`src/rtl/wb_debug_pkg.sv`:
```
// rtl/wb_debug_pkg.sv - FSM states and command/response byte codes for wb_debug_master
package wb_debug_pkg;

    typedef enum logic [2:0] {
        IDLE = 3'd0,
        ADDR = 3'd1,
        DATA = 3'd2,
        BUS  = 3'd3,
        RESP = 3'd4
    } wb_dbg_state_e;

    localparam logic [7:0] OP_WRITE = 8'h57;
    localparam logic [7:0] OP_READ  = 8'h52;
    localparam logic [7:0] RSP_OK   = 8'h4B;
    localparam logic [7:0] RSP_ERR  = 8'h45;
    localparam logic [7:0] RSP_BAD  = 8'h3F;

endpackage

```
`src/rtl/wb_debug_master.sv`:
```
// rtl/wb_debug_master.sv - byte-command Wishbone initiator; WB_DBG_TIMEOUT_EN enables the bus abort counter
module wb_debug_master
    import wb_debug_pkg::*;
#(
    parameter int ADDR_WIDTH     = 32,
    parameter int DATA_WIDTH     = 32,
    parameter int TIMEOUT_CYCLES = 1024
) (
    input  logic                  clk_i,
    input  logic                  rst_ni,
    input  logic [7:0]            rx_data_i,
    input  logic                  rx_valid_i,
    output logic                  rx_ready_o,
    output logic [7:0]            tx_data_o,
    output logic                  tx_valid_o,
    input  logic                  tx_ready_i,
    output logic                  wb_cyc_o,
    output logic                  wb_stb_o,
    input  logic                  wb_ack_i,
    output logic [ADDR_WIDTH-1:0] wb_adr_o,
    output logic [DATA_WIDTH-1:0] wb_dat_o,
    input  logic [DATA_WIDTH-1:0] wb_dat_i,
    output logic [3:0]            wb_sel_o,
    output logic                  wb_we_o
);

    if (TIMEOUT_CYCLES < 1) begin : g_bad_timeout
        $error("TIMEOUT_CYCLES must be at least 1");
    end

    wb_dbg_state_e         state_q, state_d;
    logic [1:0]            cnt_q;
    logic                  op_write_q;
    logic [ADDR_WIDTH-1:0] addr_q;
    logic [DATA_WIDTH-1:0] data_q;
    logic [DATA_WIDTH-1:0] rdata_q;
    logic [7:0]            resp_code_q;
    logic                  resp_multi_q;
    logic                  rx_fire;
    logic                  tx_fire;
    logic                  tmo_hit;

    assign rx_fire = rx_valid_i & rx_ready_o;
    assign tx_fire = tx_valid_o & tx_ready_i;

`ifdef WB_DBG_TIMEOUT_EN
    localparam int TMO_W = $clog2(TIMEOUT_CYCLES) + 1;
    logic [TMO_W-1:0] tmo_cnt_q;

    // Held at zero outside BUS so every bus cycle starts a fresh count.
    always_ff @(posedge clk_i or negedge rst_ni) begin
        if (!rst_ni) begin
            tmo_cnt_q <= '0;
        end else if (state_q != BUS) begin
            tmo_cnt_q <= '0;
        end else begin
            tmo_cnt_q <= tmo_cnt_q + 1'b1;
        end
    end

    assign tmo_hit = (state_q == BUS) && (tmo_cnt_q == TMO_W'(TIMEOUT_CYCLES - 1));
`else
    assign tmo_hit = 1'b0;
`endif

    always_ff @(posedge clk_i or negedge rst_ni) begin
        if (!rst_ni) begin
            state_q <= IDLE;
        end else begin
            state_q <= state_d;
        end
    end

    always_comb begin
        state_d = state_q;
        case (state_q)
            IDLE: begin
                if (rx_fire) begin
                    state_d = (rx_data_i == OP_WRITE || rx_data_i == OP_READ) ? ADDR : RESP;
                end
            end
            ADDR: begin
                if (rx_fire && cnt_q == 2'd3) begin
                    state_d = op_write_q ? DATA : BUS;
                end
            end
            DATA: begin
                if (rx_fire && cnt_q == 2'd3) begin
                    state_d = BUS;
                end
            end
            BUS: begin
                if (wb_ack_i || tmo_hit) begin
                    state_d = RESP;
                end
            end
            RESP: begin
                if (tx_fire && (!resp_multi_q || cnt_q == 2'd3)) begin
                    state_d = IDLE;
                end
            end
            default: state_d = IDLE;
        endcase
    end

    always_comb begin
        rx_ready_o = rst_ni && (state_q == IDLE || state_q == ADDR || state_q == DATA);
        wb_cyc_o   = (state_q == BUS);
        wb_stb_o   = (state_q == BUS);
        wb_sel_o   = (state_q == BUS) ? 4'hF : 4'h0;
        wb_we_o    = (state_q == BUS) && op_write_q;
        tx_valid_o = (state_q == RESP);
        tx_data_o  = 8'h00;
        if (state_q == RESP) begin
            tx_data_o = resp_multi_q ? rdata_q[8*cnt_q +: 8] : resp_code_q;
        end
    end

    assign wb_adr_o = addr_q;
    assign wb_dat_o = data_q;

    // cnt_q wraps 3->0 at the end of each phase, so ADDR, DATA and RESP always start from byte 0.
    always_ff @(posedge clk_i or negedge rst_ni) begin
        if (!rst_ni) begin
            cnt_q        <= 2'd0;
            op_write_q   <= 1'b0;
            addr_q       <= '0;
            data_q       <= '0;
            rdata_q      <= '0;
            resp_code_q  <= 8'h00;
            resp_multi_q <= 1'b0;
        end else begin
            case (state_q)
                IDLE: begin
                    if (rx_fire) begin
                        op_write_q   <= (rx_data_i == OP_WRITE);
                        cnt_q        <= 2'd0;
                        resp_code_q  <= RSP_BAD;
                        resp_multi_q <= 1'b0;
                    end
                end
                ADDR: begin
                    if (rx_fire) begin
                        addr_q <= {rx_data_i, addr_q[ADDR_WIDTH-1:8]};
                        cnt_q  <= cnt_q + 2'd1;
                    end
                end
                DATA: begin
                    if (rx_fire) begin
                        data_q <= {rx_data_i, data_q[DATA_WIDTH-1:8]};
                        cnt_q  <= cnt_q + 2'd1;
                    end
                end
                BUS: begin
                    if (wb_ack_i) begin
                        rdata_q      <= wb_dat_i;
                        resp_code_q  <= RSP_OK;
                        resp_multi_q <= !op_write_q;
                        cnt_q        <= 2'd0;
                    end else if (tmo_hit) begin
                        resp_code_q  <= RSP_ERR;
                        resp_multi_q <= 1'b0;
                        cnt_q        <= 2'd0;
                    end
                end
                RESP: begin
                    if (tx_fire) begin
                        cnt_q <= cnt_q + 2'd1;
                    end
                end
                default: cnt_q <= 2'd0;
            endcase
        end
    end

endmodule

```
`config.mk`:
```
export PLATFORM = sky130hd
export DESIGN_NAME = wb_debug_master
export DESIGN_NICKNAME = d
export VERILOG_FILES = /design/src/rtl/wb_debug_pkg.sv /design/src/rtl/wb_debug_master.sv
export SDC_FILE = /design/constraint.sdc
export NUM_CORES = 1
export LEC_CHECK = 0
export CAP_MARGIN = 25
export CORE_UTILIZATION = 52
export CTS_CLUSTER_SIZE = 25
export DETAILED_ROUTE_END_ITERATION = 16
export GPL_TIMING_DRIVEN = 0
export PLACE_DENSITY = 0.85
export SETUP_SLACK_MARGIN = 0.15
export SLEW_MARGIN = 40
export SYNTH_ARGS = -nofsm -noshare
export SYNTH_HDL_FRONTEND = slang
export SYNTH_SLANG_ARGS = --single-unit
```
`constraint.sdc`:
```
create_clock -name clk_i -period 4.67 [get_ports clk_i]
set_input_delay 0.7005 -clock clk_i [delete_from_list [all_inputs] [get_ports clk_i]]
set_output_delay 0.7005 -clock clk_i [all_outputs]
set_load 0.03 [all_outputs]
```
==> flow_summary.json, run 1 <==
{
  "status": "finished, final reports clean",
  "hold_path.class": "primary input to async pin",
  "cts_made_buffers": 9,
  "antenna_cells": 0,
  "grt.total_usage": 0.228,
  "synth_cells": 307,
  "cts_resized": 0,
  "dieArea_mm2": 0.00922,
  "async_reset_ff_frac": 1.00,
  "ios": 126,
  "cts_sinks": 106,
  "place.gp.congestion": 0.806,
  "p_leak_nw": 2.92,
  "drtAntennaViolNets": 0,
  "grt_max_degree": 67,
  "r2r_slack_ns": 2.91,
  "die_h_um": 96.0,
  "antenna_found_initial": 0,
  "rows": 33,
  "wl_per_cell_um": 17.4,
  "fin_tns_setup_ns": 0,
  "htreeDepth": 3,
  "hold_buffers": 0,
  "cts_buffer_depth": 2,
  "power_density_mw_per_mm2": 427,
  "use_met2": 0.377,
  "path_clk_slew_ns": 0.11,
  "final_cell_mix": "124 x clkdlybuf4s50_1, 106 x dfrtp_1, 66 x mux2_2",
  "initial_core_util": 0.549,
  "grt_pass1_wl_um": 15600,
  "critPathLaunchType": "flop",
  "wirelength_um": 9650,
  "grt-ovfl-total": 0,
  "final_common_cell": "clkdlybuf4s50_1",
  "cts_setup_buffers": 0,
  "gr-usage-met1": 0.307,
  "period_share": 0.675,
  "max_slew_margin": 0.592,
  "fin_util": 0.742,
  "yosys.area.top_type": "dfrtp_1",
  "stdcell_area_mm2": 0.00622,
  "tightest_slew_ns": 0.603,
  "top_usage_layer": "met2",
  "critPathLaunch": "state_q[0]",
  "required_ns": 3.97,
  "grt_use_met3": 0.0308,
  "ys_ff_latch": 106,
  "fin_skew_ns": 0.0119,
  "fin_crit_ns": 3.15,
  "num_vias": 2963,
  "core-area_mm2": 0.00838,
  "drive_gt1_frac": 0.278,
  "hpwl_um": 7120,
  "grt_pass1_vias": 3052,
  "root_buffer": "clkbuf_8",
  "arrival_ns": 2.45,
  "fmax_ghz": 0.317,
  "slew_violations": 0,
  "r2r_cells": 4,
  "synth_area_mm2": 0.00460,
  "synth_seq_area_share": 0.577,
  "synth_warnings": 0,
  "place_area_mm2": 0.00601,
  "crit_type": "flop to primary output",
  "p_total_mw": 2.65,
  "via_per_inst": 5.35,
  "cts_tree": "done",
  "ys.flop_type": "dfrtp_1",
  "rsz0062_at_grt": "false",
  "peakVddDrop_v": 0.000226,
  "setup_violations": 0,
  "final_hold_viol_count": 0,
  "nNetsFinal": 490,
  "drtPass1Iterations": 4,
  "die_w_um": 96.0,
  "area.growth.synth_to_final_pct": 35.2,
  "synth_edf_count": 0,
  "cap_violations": 0,
  "synth_area_per_cell_um2": 15.0,
  "synth_nets": 353,
  "drc": 0,
  "synth_top_area_frac": 0.577,
  "clk_latency_ns": 0.37,
  "regToRegStartpoint": "state_q[2]",
  "synthTopCellsByArea": "dfrtp_1 58%, mux2_2 16%, mux2_1 7.3%",
  "drt_iter0_drc": 165,
  "synth_cell_types": 46,
  "io_buffers": 125,
  "cp_max_fo": 10,
  "crit_end": "tx_data_o[7]",
  "reg2reg_to": "wb_dat_o[15]",
  "cp-end-kind": "primary output"
}
## cell type report
cell class	count	area [um^2]
plain buffers	20	159
clock buffers	10	138
clock inverters	6	65.1
fillers	553	2170
inverters	7	26.3
multi-input cells	174	1760
flip-flops and latches	106	2650
well taps	105	131
repair buffers	126	1280
## stage by stage
stage	std cells	hold slack (ns)	setup WS (ns)
finish	554	0.195	1.52
global route	554	0.214	1.36
CTS	554	0.202	1.49
detailed placement	538	0.470	1.72
global placement	537	0.451	-1.92
floorplan	307	0.405	2.46
## worst max-delay path: stages, from the launching register on
cell	delay, ns
dfrtp_1	0.44
buf_4	0.20
inv_1	0.12
nand3b_1	0.33
inv_1	0.17
and3_1	0.16
clkdlybuf4s50_1	0.67
## synth_stat cells (all sizes together) (3+ instances only)
library cell and instances:
mux4 8, inv 7, a31o 3, nand2b 3, nand2 16, nand3 3
nor2 6, buf 19, o21ai 4, mux2 96, dfrtp 106, a21oi 7
## logic make-up (layout without fill, tap and decap cells)
family,count (synthesis),after routing,synth area share
flip-flops,106,106,0.577
AND/OR/NAND/NOR,44,44,0.0650
buffers and inverters,27,169,0.0403
adder cells (fa/ha/maj),1,1,0.00272
XOR/XNOR,2,2,0.00381
multiplexers,106,106,0.279
AO/OA/AOI/OAI,21,21,0.0327
## worst min path at each step
stage                          end  slack [ns]  cells past startpoint
floorplan                 cnt_q[0]        0.40                      0
global placement    resp_code_q[3]        0.45                      1
detailed placement    resp_multi_q        0.47                      1
CTS                    wb_dat_o[4]        0.20                      1
global route          wb_dat_o[28]        0.21                      1
finish                 wb_dat_o[4]        0.19                      1
## registers in the layout (all words and copies together), names as in the netlist
register      cells
resp_multi_q      1
state_q           3
cnt_q             2
rdata_q          32
wb_dat_o         32
op_write_q        1
resp_code_q       3
wb_adr_o         32
## where the power goes
| group | total (mW) | switching (mW) | internal (mW) |
|---|---|---|---|
| Combinational | 0.939 | 0.508 | 0.430 |
| Sequential | 1.15 | 0.101 | 1.05 |
| Clock | 0.567 | 0.341 | 0.226 |
| Total | 2.65 | 0.950 | 1.70 |
## routing by layer
layer | vias to the layer above | part of all wire
met4 | 0 | 0.021
met5 | - | 0
met2 | 84 | 0.50
met1 | 1491 | 0.44
met3 | 14 | 0.041
li1 | 1374 | -
No activity file was read; power rests on OpenSTA's default activity.
==> inputs of run 2 (changes only) <==
--- a/config.mk
+++ b/config.mk
@@ -6,11 +6,11 @@
 export NUM_CORES = 1
 export LEC_CHECK = 0
 export CAP_MARGIN = 25
-export CORE_UTILIZATION = 52
+export CORE_UTILIZATION = 43
 export CTS_CLUSTER_SIZE = 25
 export DETAILED_ROUTE_END_ITERATION = 16
 export GPL_TIMING_DRIVEN = 0
-export PLACE_DENSITY = 0.85
+export PLACE_DENSITY = 0.75
 export SETUP_SLACK_MARGIN = 0.15
 export SLEW_MARGIN = 40
 export SYNTH_ARGS = -nofsm -noshare
==> constraint.sdc (replaced) <==
create_clock -name clk_i -period 2.9 [get_ports clk_i]
set_input_delay 0.435 -clock clk_i [delete_from_list [all_inputs] [get_ports clk_i]]
set_output_delay 0.435 -clock clk_i [all_outputs]
set_load 0.03 [all_outputs]
==> flow_summary.json, run 2 (synthesized netlist as in run 1, its figures left out) <==
{
  "status": "finished, final reports clean",
  "final_common_cell": "clkdlybuf4s50_1",
  "hold_path.class": "primary input to async pin",
  "final_hold_viol_count": 0,
  "cts_buffer_depth": 2,
  "clk_latency_ns": 0.38,
  "antenna_cells": 0,
  "r2r_slack_ns": 1.16,
  "critPathLaunchType": "flop",
  "crit_end": "tx_data_o[4]",
  "peakVddDrop_v": 0.000435,
  "grt_max_degree": 75,
  "crit_type": "flop to primary output",
  "regToRegStartpoint": "state_q[2]",
  "place_ws_ns": 0.411,
  "drtPass1Iterations": 4,
  "antenna_found_initial": 0,
  "fin_skew_ns": 0.0151,
  "p_leak_nw": 3.04,
  "root_buffer": "clkbuf_8",
  "grt.total_usage": 0.192,
  "cts_tree": "done",
  "slew_violations": 0,
  "reg2reg_to": "wb_dat_o[28]",
  "hpwl_um": 7170,
  "cts_sinks": 106,
  "via_per_inst": 5.07,
  "die_h_um": 105,
  "fin_util": 0.613,
  "fin_crit_ns": 2.65,
  "cp-end-kind": "primary output",
  "core-area_mm2": 0.0103,
  "period_share": 0.914,
  "fmax_ghz": 0.377,
  "arrival_ns": 2.21,
  "drc": 0,
  "setup_violations": 0,
  "wl_per_cell_um": 16.9,
  "grt_pass1_vias": 3088,
  "fillCellCount": 832,
  "grt-ovfl-total": 0,
  "drtAntennaViolNets": 0,
  "rows": 37,
  "hold_slack_ns": 0.0420,
  "ios": 126,
  "htreeDepth": 3,
  "io_buffers": 125,
  "path_clk_slew_ns": 0.11,
  "num_vias": 2982,
  "initial_core_util": 0.445,
  "layout_setup_ws_ns": 0.250,
  "die_w_um": 105,
  "required_ns": 2.47,
  "tightest_slew_ns": 0.651,
  "grt_pass1_wl_um": 16300,
  "critPathLaunch": "state_q[0]",
  "rsz0062_at_grt": "false",
  "cts_made_buffers": 9,
  "max_slew_margin": 0.560,
  "place.gp.congestion": 0.754,
  "cp_max_fo": 10,
  "area.growth.synth_to_final_pct": 37.7,
  "dieArea_mm2": 0.0111,
  "cap_violations": 0,
  "final_cell_mix": "117 x clkdlybuf4s50_1, 106 x dfrtp_1, 66 x mux2_2",
  "nNetsFinal": 493,
  "power_density_mw_per_mm2": 686,
  "r2r_cells": 4,
  "drt_iter0_drc": 82,
  "wirelength_um": 9930,
  "drive_gt1_frac": 0.285
}
-- run 2: worst min-delay path by stage --
stage,startpoint,end,depth (start not counted)
6_report,rst_ni,cnt_q[1],2
5_1_grt,rst_ni,wb_dat_o[15],2
4_1_cts,rst_ni,wb_dat_o[15],2
3_5_place_dp,rst_ni,rdata_q[12],1
3_3_place_gp,resp_code_q[3],resp_code_q[3],1
2_1_floorplan,rst_ni,cnt_q[0],0
-- run 2: what timing repair did --
action | CTS | global route
hold buffers | 2 | 0
setup endpoints to repair | 8 | 8
cloned | 0 | 0
gates resized for setup | 2 | 8
buffers inserted | 1 | 0
hold endpoints to repair | 37 | 0
pin swaps | 1 | 0
-- run 2: critical path: stages, from the launching register on --
cell and delay [ns]:
dfrtp_1 0.44, buf_4 0.20, inv_1 0.12, nand3b_1 0.09
buf_4 0.18, a21oi_1 0.13, clkdlybuf4s50_1 0.69
-- run 2: per-stage QoR --
| step | TNS, ns | cell area, um^2 | instances | total power, mW |
|---|---|---|---|---|
| final | 0 | 6330 | 588 | 4.34 |
| after global routing | 0 | 6330 | 588 | 4.55 |
| after CTS | 0 | 6310 | 588 | 4.41 |
| after detailed placement | 0 | 6050 | 569 | 3.40 |
| after global placement | -522.58 | 6020 | 568 | 3.36 |
| after floorplan | 0 | 4600 | 307 | 2.72 |
-- run 2: final cells by class --
| type | count | area, um^2 | share of cell area |
|---|---|---|---|
| sequential | 106 | 2650 | 0.419 |
| multi-input combinational | 174 | 1760 | 0.278 |
| timing repair buffer | 129 | 1340 | 0.212 |
| tap | 136 | 170 | 0.0269 |
| buffer | 20 | 164 | 0.0259 |
| clock buffer | 9 | 124 | 0.0196 |
| clock inverter | 7 | 93.8 | 0.0148 |
| inverter | 7 | 26.3 | 0.00415 |
-- run 2: where the power goes --
group	switching [mW]	internal [mW]
sequential	0.156	1.69
combinational	0.821	0.704
clock	0.553	0.423
-- run 2: routing by layer --
layer	global-route usage	share of wire	vias up	wire (um)
li1	-	-	1385	-
met1	0.257	0.45	1507	4470
met2	0.311	0.49	76	4910
met3	0.0365	0.036	14	362
met4	0.0734	0.019	0	191
met5	0	0	-	0
